File: config.mk
export PLATFORM = sky130hd
export DESIGN_NAME = rx_4b6b_decoder
export DESIGN_NICKNAME = d
export VERILOG_FILES = /design/src/rtl/rx_4b6b_decoder.sv
export SDC_FILE = /design/constraint.sdc
export NUM_CORES = 1
export LEC_CHECK = 0
export CORE_MARGIN = 2
export CORE_UTILIZATION = 65
export DETAILED_ROUTE_END_ITERATION = 10
export PLACE_DENSITY = 0.89
export SLEW_MARGIN = 40
export SYNTH_ARGS = -nofsm -noshare
export SYNTH_HDL_FRONTEND = slang
export SYNTH_SLANG_ARGS = --single-unit
File: constraint.sdc
create_clock -name pclk -period 5.05 [get_ports pclk]
set_input_delay 1.01 -clock pclk [delete_from_list [all_inputs] [get_ports pclk]]
set_output_delay 1.01 -clock pclk [all_outputs]
set_load 0.005 [all_outputs]
File: src/rtl/rx_4b6b_decoder.sv
// rx_4b6b_decoder: oversampling 4b6b line decoder; locks on SOF after a guard gap
// and emits one byte per pair of data codewords.
module rx_4b6b_decoder #(
  parameter int CHIP_CYCLES  = 100,
  parameter int GUARD_CYCLES = 800
) (
  input  logic       pclk,
  input  logic       resetn,
  input  logic       rx,
  output logic [7:0] data_o,
  output logic       dataValid,
  output logic       rx_err,
  output logic       rx_busy
);
  localparam int CW = $clog2(CHIP_CYCLES);
  localparam logic [CW-1:0] HALF = CW'(CHIP_CYCLES / 2);
  localparam logic [CW-1:0] LAST = CW'(CHIP_CYCLES - 1);
  localparam logic [5:0] SOF_SYM = 6'b111000;
  localparam logic [5:0] EOF_SYM = 6'b000111;
  typedef enum logic [2:0] {HUNT, ARMED, SOF, HI, LO} state_t;
  state_t state, state_n;
  logic s1, rxs, rxs_d;
  logic [CW-1:0] chipcnt;
  logic [15:0] lowcnt;
  logic [4:0] sym;
  logic [2:0] idx;
  logic [3:0] hi, hi_n;
  logic [7:0] byte_n;
  logic dv_n, err_n;
  logic edg, rise, sample, collecting, done;
  logic [5:0] sym_full;
  logic [4:0] d;
  function automatic logic [4:0] dec(input logic [5:0] c);
    case (c)
      6'b001110: dec = {1'b1, 4'h0};
      6'b001101: dec = {1'b1, 4'h1};
      6'b010011: dec = {1'b1, 4'h2};
      6'b010110: dec = {1'b1, 4'h3};
      6'b010101: dec = {1'b1, 4'h4};
      6'b100011: dec = {1'b1, 4'h5};
      6'b100110: dec = {1'b1, 4'h6};
      6'b100101: dec = {1'b1, 4'h7};
      6'b011001: dec = {1'b1, 4'h8};
      6'b011010: dec = {1'b1, 4'h9};
      6'b011100: dec = {1'b1, 4'hA};
      6'b110001: dec = {1'b1, 4'hB};
      6'b110010: dec = {1'b1, 4'hC};
      6'b101001: dec = {1'b1, 4'hD};
      6'b101010: dec = {1'b1, 4'hE};
      6'b101100: dec = {1'b1, 4'hF};
      default:   dec = 5'd0;
    endcase
  endfunction
  assign edg        = rxs ^ rxs_d;
  assign rise       = rxs & ~rxs_d;
  // an edge landing on the sample point re-phases instead of sampling
  assign sample     = (chipcnt == HALF) && !edg;
  assign collecting = state inside {SOF, HI, LO};
  assign done       = collecting && sample && (idx == 3'd5);
  assign sym_full   = {sym, rxs};
  assign d          = dec(sym_full);
  assign rx_busy    = collecting;
  always_comb begin
    state_n = state;
    hi_n    = hi;
    byte_n  = data_o;
    dv_n    = 1'b0;
    err_n   = 1'b0;
    case (state)
      HUNT:  if (lowcnt >= 16'(GUARD_CYCLES)) state_n = rise ? SOF : ARMED;
      ARMED: if (rise) state_n = SOF;
      SOF:   if (done) state_n = (sym_full == SOF_SYM) ? HI : HUNT;
      HI: if (done) begin
        hi_n    = d[4] ? d[3:0] : hi;
        state_n = d[4] ? LO : HUNT;
        err_n   = !d[4] && (sym_full != EOF_SYM);
      end
      LO: if (done) begin
        byte_n  = d[4] ? {hi, d[3:0]} : data_o;
        dv_n    = d[4];
        err_n   = !d[4];
        state_n = d[4] ? HI : HUNT;
      end
      default: state_n = HUNT;
    endcase
  end
  always_ff @(posedge pclk or negedge resetn) begin
    if (!resetn) begin
      s1        <= 1'b0;
      rxs       <= 1'b0;
      rxs_d     <= 1'b0;
      chipcnt   <= '0;
      lowcnt    <= '0;
      sym       <= '0;
      idx       <= '0;
      hi        <= '0;
      state     <= HUNT;
      data_o    <= 8'h00;
      dataValid <= 1'b0;
      rx_err    <= 1'b0;
    end else begin
      s1        <= rx;
      rxs       <= s1;
      rxs_d     <= rxs;
      chipcnt   <= (edg || chipcnt == LAST) ? '0 : chipcnt + CW'(1);
      // lowcnt is held at zero outside HUNT so every entry starts a fresh guard
      lowcnt    <= (state == HUNT && !rxs) ? (lowcnt == 16'hFFFF ? lowcnt : lowcnt + 16'd1) : 16'd0;
      sym       <= sample ? sym_full[4:0] : sym;
      idx       <= !collecting ? 3'd0 : !sample ? idx : (idx == 3'd5) ? 3'd0 : idx + 3'd1;
      hi        <= hi_n;
      state     <= state_n;
      data_o    <= byte_n;
      dataValid <= dv_n;
      rx_err    <= err_n;
    end
  end
endmodule
==> results of run 1 <==
==> layer usage <==
layer | up-vias | track usage (%)
met5 | - | 0
met4 | 0 | 9.434
met3 | 18 | 4.986
met2 | 76 | 37.74
met1 | 1052 | 33.84
li1 | 1045 | -
==> power groups by stage <==
| stage | combinational (W) | sequential [W] | clock [W] |
|---|---|---|---|
| global placement | 0.0000311 | 0.000430 | 0 |
| floorplan | 0.0000185 | 0.000428 | 0 |
| detailed placement | 0.0000331 | 0.000431 | 0 |
| CTS | 0.0000333 | 0.000422 | 0.000310 |
| global route | 0.0000379 | 0.000424 | 0.000324 |
| finish | 0.0000323 | 0.000422 | 0.000300 |
==> critical path, cell delays in order, from the launching register on <==
cell,delay (ns)
dfrtp_1,0.46
nand2b_1,0.21
or2_2,0.32
and2_1,0.20
inv_1,0.06
clkdlybuf4s50_1,0.49
==> final timing paths <==
check | start | to | slack [ns] | cells past startpoint
setup / recovery | state[1] | rx_busy | 2.00 | 5
hold / removal | s1 | rxs | 0.35 | 0
setup reg to reg | rxs | data_o[1] | 2.42 | 7
hold reg to reg | s1 | rxs | 0.35 | 0
max in group asynchronous | resetn | rxs_d | 3.92 | 1
min in group asynchronous | resetn | data_o[0] | 0.71 | 1
==> logic make-up (layout without fill, tap and decap cells) <==
logic type | after synthesis | count (layout)
AOI/OAI and AO/OA | 59 | 59
xor gates and xnor gates | 18 | 18
adders and majority gates | 9 | 9
buffers and inverters | 29 | 39
DFF | 51 | 51
muxes | 14 | 14
and+or+nand+nor | 109 | 109
==> through the flow <==
step                power (W)  setup WS, ns  area [sq um]  std cells
global placement    0.0004606         2.380          3015        343
finish              0.0007549         2.005          3146        351
global route        0.0007856         1.888          3146        351
floorplan           0.0004470         2.878          2888        289
CTS                 0.0007659         1.999          3146        351
detailed placement  0.0004637         2.341          3024        343
==> Yosys cell counts, types with 3 or more instances <==
cell / number
xnor2_1: 15
inv_1: 16
o21ai_0: 11
nor2b_1: 5
a21oi_1: 13
a311oi_1: 4
nand3_1: 13
and3_1: 4
nor2_1: 27
nand2_1: 24
buf_6: 3
a31oi_1: 3
mux2_4: 12
nor3_1: 5
clkbuf_1: 6
nand2b_1: 4
dfrtp_1: 51
nand3b_1: 3
o311ai_0: 3
ha_1: 9
a211oi_1: 6
xor2_1: 3
nor4_1: 4
and2_1: 5
==> registers in the layout, indices dropped and copies added, names as in the netlist <==
signal     count
lowcnt        16
data_o         8
chipcnt        7
sym            5
hi             4
idx            3
state          3
dataValid      1
rx_err         1
rxs            1
rxs_d          1
s1             1
==> cell type report <==
type	instances	area, sq um
clock inverter	2	38.79
clock buffer	6	82.58
fill	317	1179
multi-input combinational	209	1480
inverter	16	60.06
timing repair buffer	15	142.6
sequential	51	1276
tap	52	65.06
==> cells in the final DEF, fill, tap and decap left out, types with 4 or more instances in the layout <==
cell type,n
dfrtp_1,51
nor2_1,27
nand2_1,24
inv_1,16
xnor2_1,15
nand3_1,13
a21oi_1,13
mux2_4,12
clkdlybuf4s50_1,12
o21ai_0,11
ha_1,9
a211oi_1,6
clkbuf_8,6
and2_1,5
nor2b_1,5
nor3_1,5
nand2b_1,4
and3_1,4
a311oi_1,4
==> metrics.yaml, run 1 <==
nets: 310
critPathMaxFanout: 8
initial_core_util_pct: 66.78
utilization_pct: 72.74
synthCells: 289
hold_buffers: 0
coreArea_sq_mm: 0.004324
async_flop_share_pct: 100.0
period_share_pct: 60.30
dr_wl_met2_mm: 2.645
max_slew_margin_pct: 58.76
drt-initial-drc-count: 182
finalMaxSlewViolations: 0
antenna_found_initial: 0
routed_wl_mm: 5.500
peakVddDrop_mv: 0.2857
synth_fa_ha_area_share_pct: 3.899
cts.sinks: 51
grt_overflow: 0
timing_worst_slew_pin_value_ns: 0.6186
cts_buffers: 5
setup.worst_path.end_class: "output port"
hold_viol_final: 0
grt_max_degree: 52
combPwrFrac_pct: 4.3
yosys.area.top_type_share_pct: 44.19
synth_top_family_by_area: "simple AND/OR/NAND/NOR gates"
path_clk_slew_ns: 0.09
timing.fmax_ghz: 0.3284
ant_nets: 0
power_density_mw_per_mm2: 240.0
routed.top_layer: "met4"
n_antenna_cell: 0
power_frac_seq_pct: 55.9
area_growth_pct: 8.926
switching_power_w: 0.0001658
max_cap_viol_count: 0
outcome: "finished, final reports clean"
ctsResizeCount: 0
internal_power_w: 0.0005891
dp_hpwl_mm: 3.816
power_frac_clock_pct: 39.8
ys_top_cells_by_area: "dfrtp_1 (44%), mux2_4 (6.2%), xnor2_1 (4.5%), ha_1 (3.9%), nor2_1 (3.5%)"
ys_seq_elements: 51
finalSetupViolations: 0
cp.arrival_ns: 2.04
die_x_microns: 70.66
leakage_nw: 1.391
grt_pass1_wl_mm: 9.618
port_buffers: 13
dr.pass1.iters: 5
vias_per_cell: 6.242
clock_path_buffers: 2
clkLatencyLatePin_ns: 0.31
drive_above_1_share_pct: 11.71
synth_nets: 301
ys_warn_count: 0
dieArea_sq_mm: 0.004992
synthesis.area_sq_mm: 0.002888
grt_util_all_layers_pct: 24.24
grt_pass1_vias: 2051
met1_length_mm: 2.462
yosys.area.top_type: "dfrtp_1"
critPathKind: "reg -> out"
synth_cell_types: 57
crit_required_ns: 4.04
postCtsSetupBuffers: 0
synth-compound-area-share_pct: 15.03
cts-root-buf: "clkbuf_8"
synth_ff_type: "dfrtp_1"
swShare_pct: 21.96
hold_class: "reg -> reg"
synthXorXnorAreaFrac_pct: 5.459
synth.avg_cell_area_sq_um: 9.992
skew_ns: 0.009139
drc: 0
wl_met3_microns: 254
cp-start-kind: "flop"
htree_levels: 2
grt_setup_unrepaired: "false"
synthSimpleGateAreaFrac_pct: 19.67
fin_crit_ns: 3.045
vias: 2191
rows: 24
routedWlPerCell_microns: 15.67
muxShareOfSynthArea_pct: 6.976
worst_hold_slack_ns: 0.3536
tritoncts: "yes"
io_pins: 14
tns_ns: 0
ys_seq_area_share_pct: 44.19
fp.dieH_microns: 70.66
synth-edff-count: 0
place.gp.congestion: 0.8427
No activity file was read; power rests on OpenSTA's default activity.
==> run 2, diff against run 1 <==
- CORE_UTILIZATION: 65 -> 60
- PLACE_DENSITY: 0.89 -> 0.83
- clock period: 5.05 -> 3 ns (I/O delays scaled with it)
==> metrics.yaml, run 2 (synthesis gave the netlist of run 1 again) <==
largest_reg_flops: 16  # unchanged
n_antenna_cell: 0  # unchanged
clock_path_buffers: 2  # unchanged
worstPathCellList: "nand2b_1, or2_2, and2_1, inv_1, clkdlybuf4s50_1"
worst_slack_ns: 0.3375  # -1.667 ns
skew_ns: 0.004758  # -0.004381 ns
ctsResizeCount: 0  # unchanged
fp.dieH_microns: 73.38  # +3.8%
leakage_nw: 1.374  # -1.3%
grt_pass1_vias: 2019  # -1.6%
use_met3_pct: 4.527  # -0.46 points
hold_buffers: 0  # unchanged
max_cap_viol_count: 0  # unchanged
dieArea_sq_mm: 0.005384  # +7.8%
final_cell_mix: "dfrtp_1 (51), nor2_1 (27), nand2_1 (24), inv_1 (16), xnor2_1 (15)"
hold_viol_final: 0  # unchanged
timing_worst_slew_pin_value_ns: 0.7784  # +0.1598 ns
tns_ns: 0  # unchanged
finalSetupViolations: 0  # unchanged
outcome: "finished, final reports clean"
area_growth_pct: 7.842
hold_class: "in -> async"
fillerInstances: 368  # +16%
final_common_cell: "dfrtp_1"
grt_util_all_layers_pct: 21.34  # -2.9 points
critPathKind: "reg -> out"
timing.fmax_ghz: 0.3756
cts_buffers: 5  # unchanged
slowest_delay_ns: 0.49  # about the same
grt.busiest_layer: "met2"
critPathMaxFanout: 8  # unchanged
routed_wl_mm: 5.047  # -8.2%
grt_setup_unrepaired: "false"
period_share_pct: 88.75
port_buffers: 13  # unchanged
htree_levels: 2  # unchanged
dp_hpwl_mm: 3.606  # -5.5%
routedWlPerCell_microns: 14.26  # -9.0%
antenna_found_initial: 0  # unchanged
postCtsSetupBuffers: 0  # unchanged
cts-root-buf: "clkbuf_8"
dpl_worst_slack_ns: 0.4707  # -1.870 ns
cp.arrival_ns: 2.06  # +0.02 ns
fin_crit_ns: 2.663
initial_core_util_pct: 61.55  # -5.2 points
cp-start-kind: "flop"
nets: 311  # +0.32%
use_met1_pct: 30.35  # -3.5 points
ant_nets: 0  # unchanged
clkLatencyLatePin_ns: 0.30  # about the same
path_clk_slew_ns: 0.09  # about the same
max_slew_margin_pct: 47.63  # -11 points
peakVddDrop_mv: 0.3893  # +36%
coreArea_sq_mm: 0.004692  # +8.5%
dr.pass1.iters: 4  # -1
grt_pass1_wl_mm: 9.052  # -5.9%
critPathSlowestCell: "clkdlybuf4s50_1"
finalMaxSlewViolations: 0  # unchanged
grt_max_degree: 29  # -44%
io_pins: 14  # unchanged
regMostFlops: "lowcnt"
power_density_mw_per_mm2: 371.2  # +55%
die_x_microns: 73.38  # +3.8%
drc: 0  # unchanged
cts.sinks: 51  # unchanged
grt_overflow: 0  # unchanged
tritoncts: "yes"
crit_required_ns: 2.40  # -1.64 ns
reg_top3: "lowcnt: 16 flops, data_o: 8 flops, chipcnt: 7 flops"
place.gp.congestion: 0.8826  # +4.7%
vias: 2108  # -3.8%
rows: 25  # +4.2%
vias_per_cell: 5.955  # -4.6%
met2_usage_pct: 32.23  # -5.5 points
drive_above_1_share_pct: 11.67  # -0.039 points
setup.worst_path.end_class: "output port"
drt-initial-drc-count: 139  # -24%
-- run 2: cell types whose count changed in the layout (fill, tap and decap cells not counted) --
cell        before  now
buf_2            0    1
bufinv_16        1    0
clkbuf_8         6    5
clkinv_2         0    1
clkinvlp_4       0    2
inv_6            1    0
nor4_1           3    4
nor4_2           1    0
-- run 2: critical path, delay by kind of cell (launching register included) --
family | cells | cell delay [ns]
buf+inv | 2 | 0.55
simple gates | 3 | 0.75
flops | 1 | 0.46
-- run 2: layout make-up --
cell class | count | area, sq um | share of cell area, %
multi-input combinational | 209 | 1474 | 47.33
tap | 54 | 67.56 | 2.170
clock inverter | 3 | 20.02 | 0.6428
clock buffer | 5 | 68.82 | 2.210
inverter | 16 | 60.06 | 1.928
timing repair buffer | 16 | 147.6 | 4.741
sequential | 51 | 1276 | 40.98
-- run 2: final timing paths --
| check | start | to | slack [ns] | cells past startpoint |
|---|---|---|---|---|
| worst min register to register | s1 | rxs | 0.36 | 0 |
| min in group pclk | s1 | rxs | 0.36 | 0 |
| worst max-delay path | state[1] | rx_busy | 0.34 | 5 |
| worst max register to register | rxs | data_o[3] | 0.46 | 7 |
| worst min-delay path | resetn | data_o[6] | 0.25 | 1 |
| max in group asynchronous | resetn | chipcnt[3] | 2.01 | 2 |
-- run 2: per-layer routing --
| layer | up-vias | part of all wire [%] |
|---|---|---|
| li1 | 1047 | - |
| met1 | 1011 | 49 |
| met2 | 41 | 46 |
| met3 | 9 | 3.5 |
| met4 | 0 | 1.6 |
| met5 | - | 0 |
-- run 2: where the power goes --
| group | total (W) | internal [W] | switching (W) |
|---|---|---|---|
| clock | 0.000392 | 0.000163 | 0.000229 |
| sequential | 0.000711 | 0.000699 | 0.0000123 |
| combinational | 0.0000535 | 0.0000187 | 0.0000348 |
| total | 0.00116 | 0.000880 | 0.000276 |
-- run 2: per-stage QoR --
stage | instance area, sq um | utilization (%) | power (W) | cells | hold slack (ns)
2_1_floorplan | 2888 | - | 0.0007525 | 289 | 0.3044
3_3_place_gp | 3025 | 64.48 | 0.0007771 | 346 | 0.3458
3_5_place_dp | 3025 | 64.48 | 0.0007796 | 346 | 0.3434
4_1_cts | 3114 | 66.37 | 0.001168 | 354 | 0.2724
5_1_grt | 3114 | 66.37 | 0.001215 | 354 | 0.2867
6_report | 3114 | 66.37 | 0.001156 | 354 | 0.2545
==> run 3, diff against run 2 <==
- CORE_UTILIZATION: 60 -> 45
- PLACE_DENSITY: 0.83 -> 0.66
==> metrics.yaml, run 3 (synthesis gave the netlist of run 1 again) <==
cts-root-buf: "clkbuf_8"
rows: 29  # +16%
max_cap_viol_count: 0  # unchanged
path_buf_inv: 2  # unchanged
tns_ns: 0  # unchanged
die_x_microns: 84.11  # +15%
grt_pass1_wl_mm: 9.342  # +3.2%
hold_viol_final: 0  # unchanged
timing_worst_slew_pin_value_ns: 0.6414  # -0.1370 ns
slowest_delay_ns: 0.49  # about the same
dpl_worst_slack_ns: 0.4987  # +0.02800 ns
max_slew_margin_pct: 57.24  # +9.6 points
outcome: "finished, final reports clean"
cts.sinks: 51  # unchanged
initial_core_util_pct: 46.00  # -16 points
drc: 0  # unchanged
nets: 312  # +0.32%
postCtsSetupBuffers: 0  # unchanged
drive_above_1_share_pct: 12.29  # +0.63 points
swShare_pct: 22.55  # -1.3 points
switching_power_w: 0.0002812  # +1.8%
worstPathCellList: "nand2b_1, or2_2, and2_1, inv_1, clkdlybuf4s50_1"
p_total_w: 0.001247  # +7.9%
power_density_mw_per_mm2: 392.2  # +5.7%
leakage_nw: 1.397  # +1.7%
place.gp.congestion: 0.8519  # -3.5%
regMostFlops: "lowcnt"
largest_reg_flops: 16  # unchanged
finalSetupViolations: 0  # unchanged
fin_crit_ns: 2.667  # +0.004692 ns
port_buffers: 13  # unchanged
critPathKind: "reg -> out"
coreArea_sq_mm: 0.006277  # +34%
drt-initial-drc-count: 80  # -42%
finalMaxSlewViolations: 0  # unchanged
power_frac_seq_pct: 56.9  # -4.6 points
utilization_pct: 50.65  # -16 points
peakVddDrop_mv: 0.2239  # -42%
combPwrFrac_pct: 4.3  # -0.3 points
routedWlPerCell_microns: 13.80  # -3.2%
grt_setup_unrepaired: "false"
final_cell_mix: "dfrtp_1 (51), nor2_1 (27), nand2_1 (24), inv_1 (16), xnor2_1 (15)"
ant_nets: 0  # unchanged
hold_class: "in -> async"
io_pins: 14  # unchanged
clkLatencyLatePin_ns: 0.30  # about the same
routed_wl_mm: 5.215  # +3.3%
clock_path_buffers: 2  # unchanged
cts_buffers: 5  # unchanged
vias: 2049  # -2.8%
hold_buffers: 0  # unchanged
htree_levels: 2  # unchanged
cp.arrival_ns: 2.07  # about the same
crit_family: "simple AND/OR/NAND/NOR gates"
tritoncts: "yes"
skew_ns: 0.006472  # +0.001714 ns
path_clk_slew_ns: 0.10  # about the same
grt_overflow: 0  # unchanged
critPathSlowestCell: "clkdlybuf4s50_1"
fp.dieH_microns: 84.11  # +15%
vias_per_cell: 5.421  # -9.0%
period_share_pct: 88.91  # +0.16 points
power_frac_clock_pct: 38.8  # +4.9 points
critPathMaxFanout: 8  # unchanged
dp_hpwl_mm: 3.629  # +0.62%
area_growth_pct: 10.10
grt_max_degree: 52  # +79%
timing.fmax_ghz: 0.3749  # -0.18%
crit_required_ns: 2.40  # about the same
setup.worst_path.end_class: "output port"
worst_slack_ns: 0.3328  # -0.004692 ns
cp-start-kind: "flop"
dr.pass1.iters: 4  # unchanged
dieArea_sq_mm: 0.007074  # +31%
grt_util_all_layers_pct: 15.98  # -5.4 points
final_common_cell: "dfrtp_1"
ctsResizeCount: 0  # unchanged
grt_pass1_vias: 1983  # -1.8%
n_antenna_cell: 0  # unchanged
internal_power_w: 0.0009658  # +9.8%
antenna_found_initial: 0  # unchanged
reg_top3: "lowcnt: 16 flops, data_o: 8 flops, chipcnt: 7 flops"
## run 3: cell types whose count changed in the layout (fill, tap and decap cells not counted), sizes merged
cell	before	now
buf	4	5
clkinv	1	2
clkinvlp	2	0
bufinv	0	1
## run 3: path summary, 6_finish.rpt
kind	end	depth (start not counted)	startpoint	slack, ns
min in group pclk	rxs	0	s1	0.39
worst min-delay path	data_o[4]	2	resetn	0.39
worst min register to register	rxs	0	s1	0.39
worst max-delay path	rx_busy	5	state[1]	0.33
max in group asynchronous	idx[1]	2	resetn	2.17
worst max register to register	data_o[3]	7	rxs	0.48
## run 3: cell type report
type / instances / area [sq um]
well taps: 77 / 96.34
fillers: 582 / 3098
multi-input cells: 209 / 1479
repair buffers: 17 / 155.1
flip-flops and latches: 51 / 1276
clock inverters: 3 / 43.79
clock buffers: 5 / 68.82
inverters: 16 / 60.06
## run 3: power groups by stage
stage                     logic (W)  registers, W  clock network, W
after global placement    0.0000549      0.000723                 0
after CTS                 0.0000558      0.000710          0.000501
final                     0.0000534      0.000710          0.000484
after floorplan           0.0000312      0.000721                 0
after global routing      0.0000654      0.000713          0.000531
after detailed placement  0.0000555      0.000724                 0
## run 3: worst register-to-register path, cell delays in order, from the launching register on
cell and delay, ns:
dfrtp_1 0.49, inv_1 0.10, ha_1 0.38, a21oi_1 0.11, a211oi_2 0.26, o22ai_2 0.11
or3_1 0.59, mux2_4 0.38
## run 3: layer usage
metal / up-vias / GRT usage (%) / part of all wire (%)
met1: 967 / 21.88 / 49
met3: 4 / 3.660 / 3.5
met5: - / 0 / 0
met2: 30 / 25.90 / 47
met4: 0 / 3.812 / 0.77
li1: 1048 / - / -
## run 3: through the flow
stage	hold WS, ns	cell area, sq um	std cells
CTS	0.3851	3174	378
floorplan	0.3044	2888	289
detailed placement	0.3623	3062	370
global route	0.3850	3179	378
finish	0.3850	3179	378
global placement	0.3458	3062	370
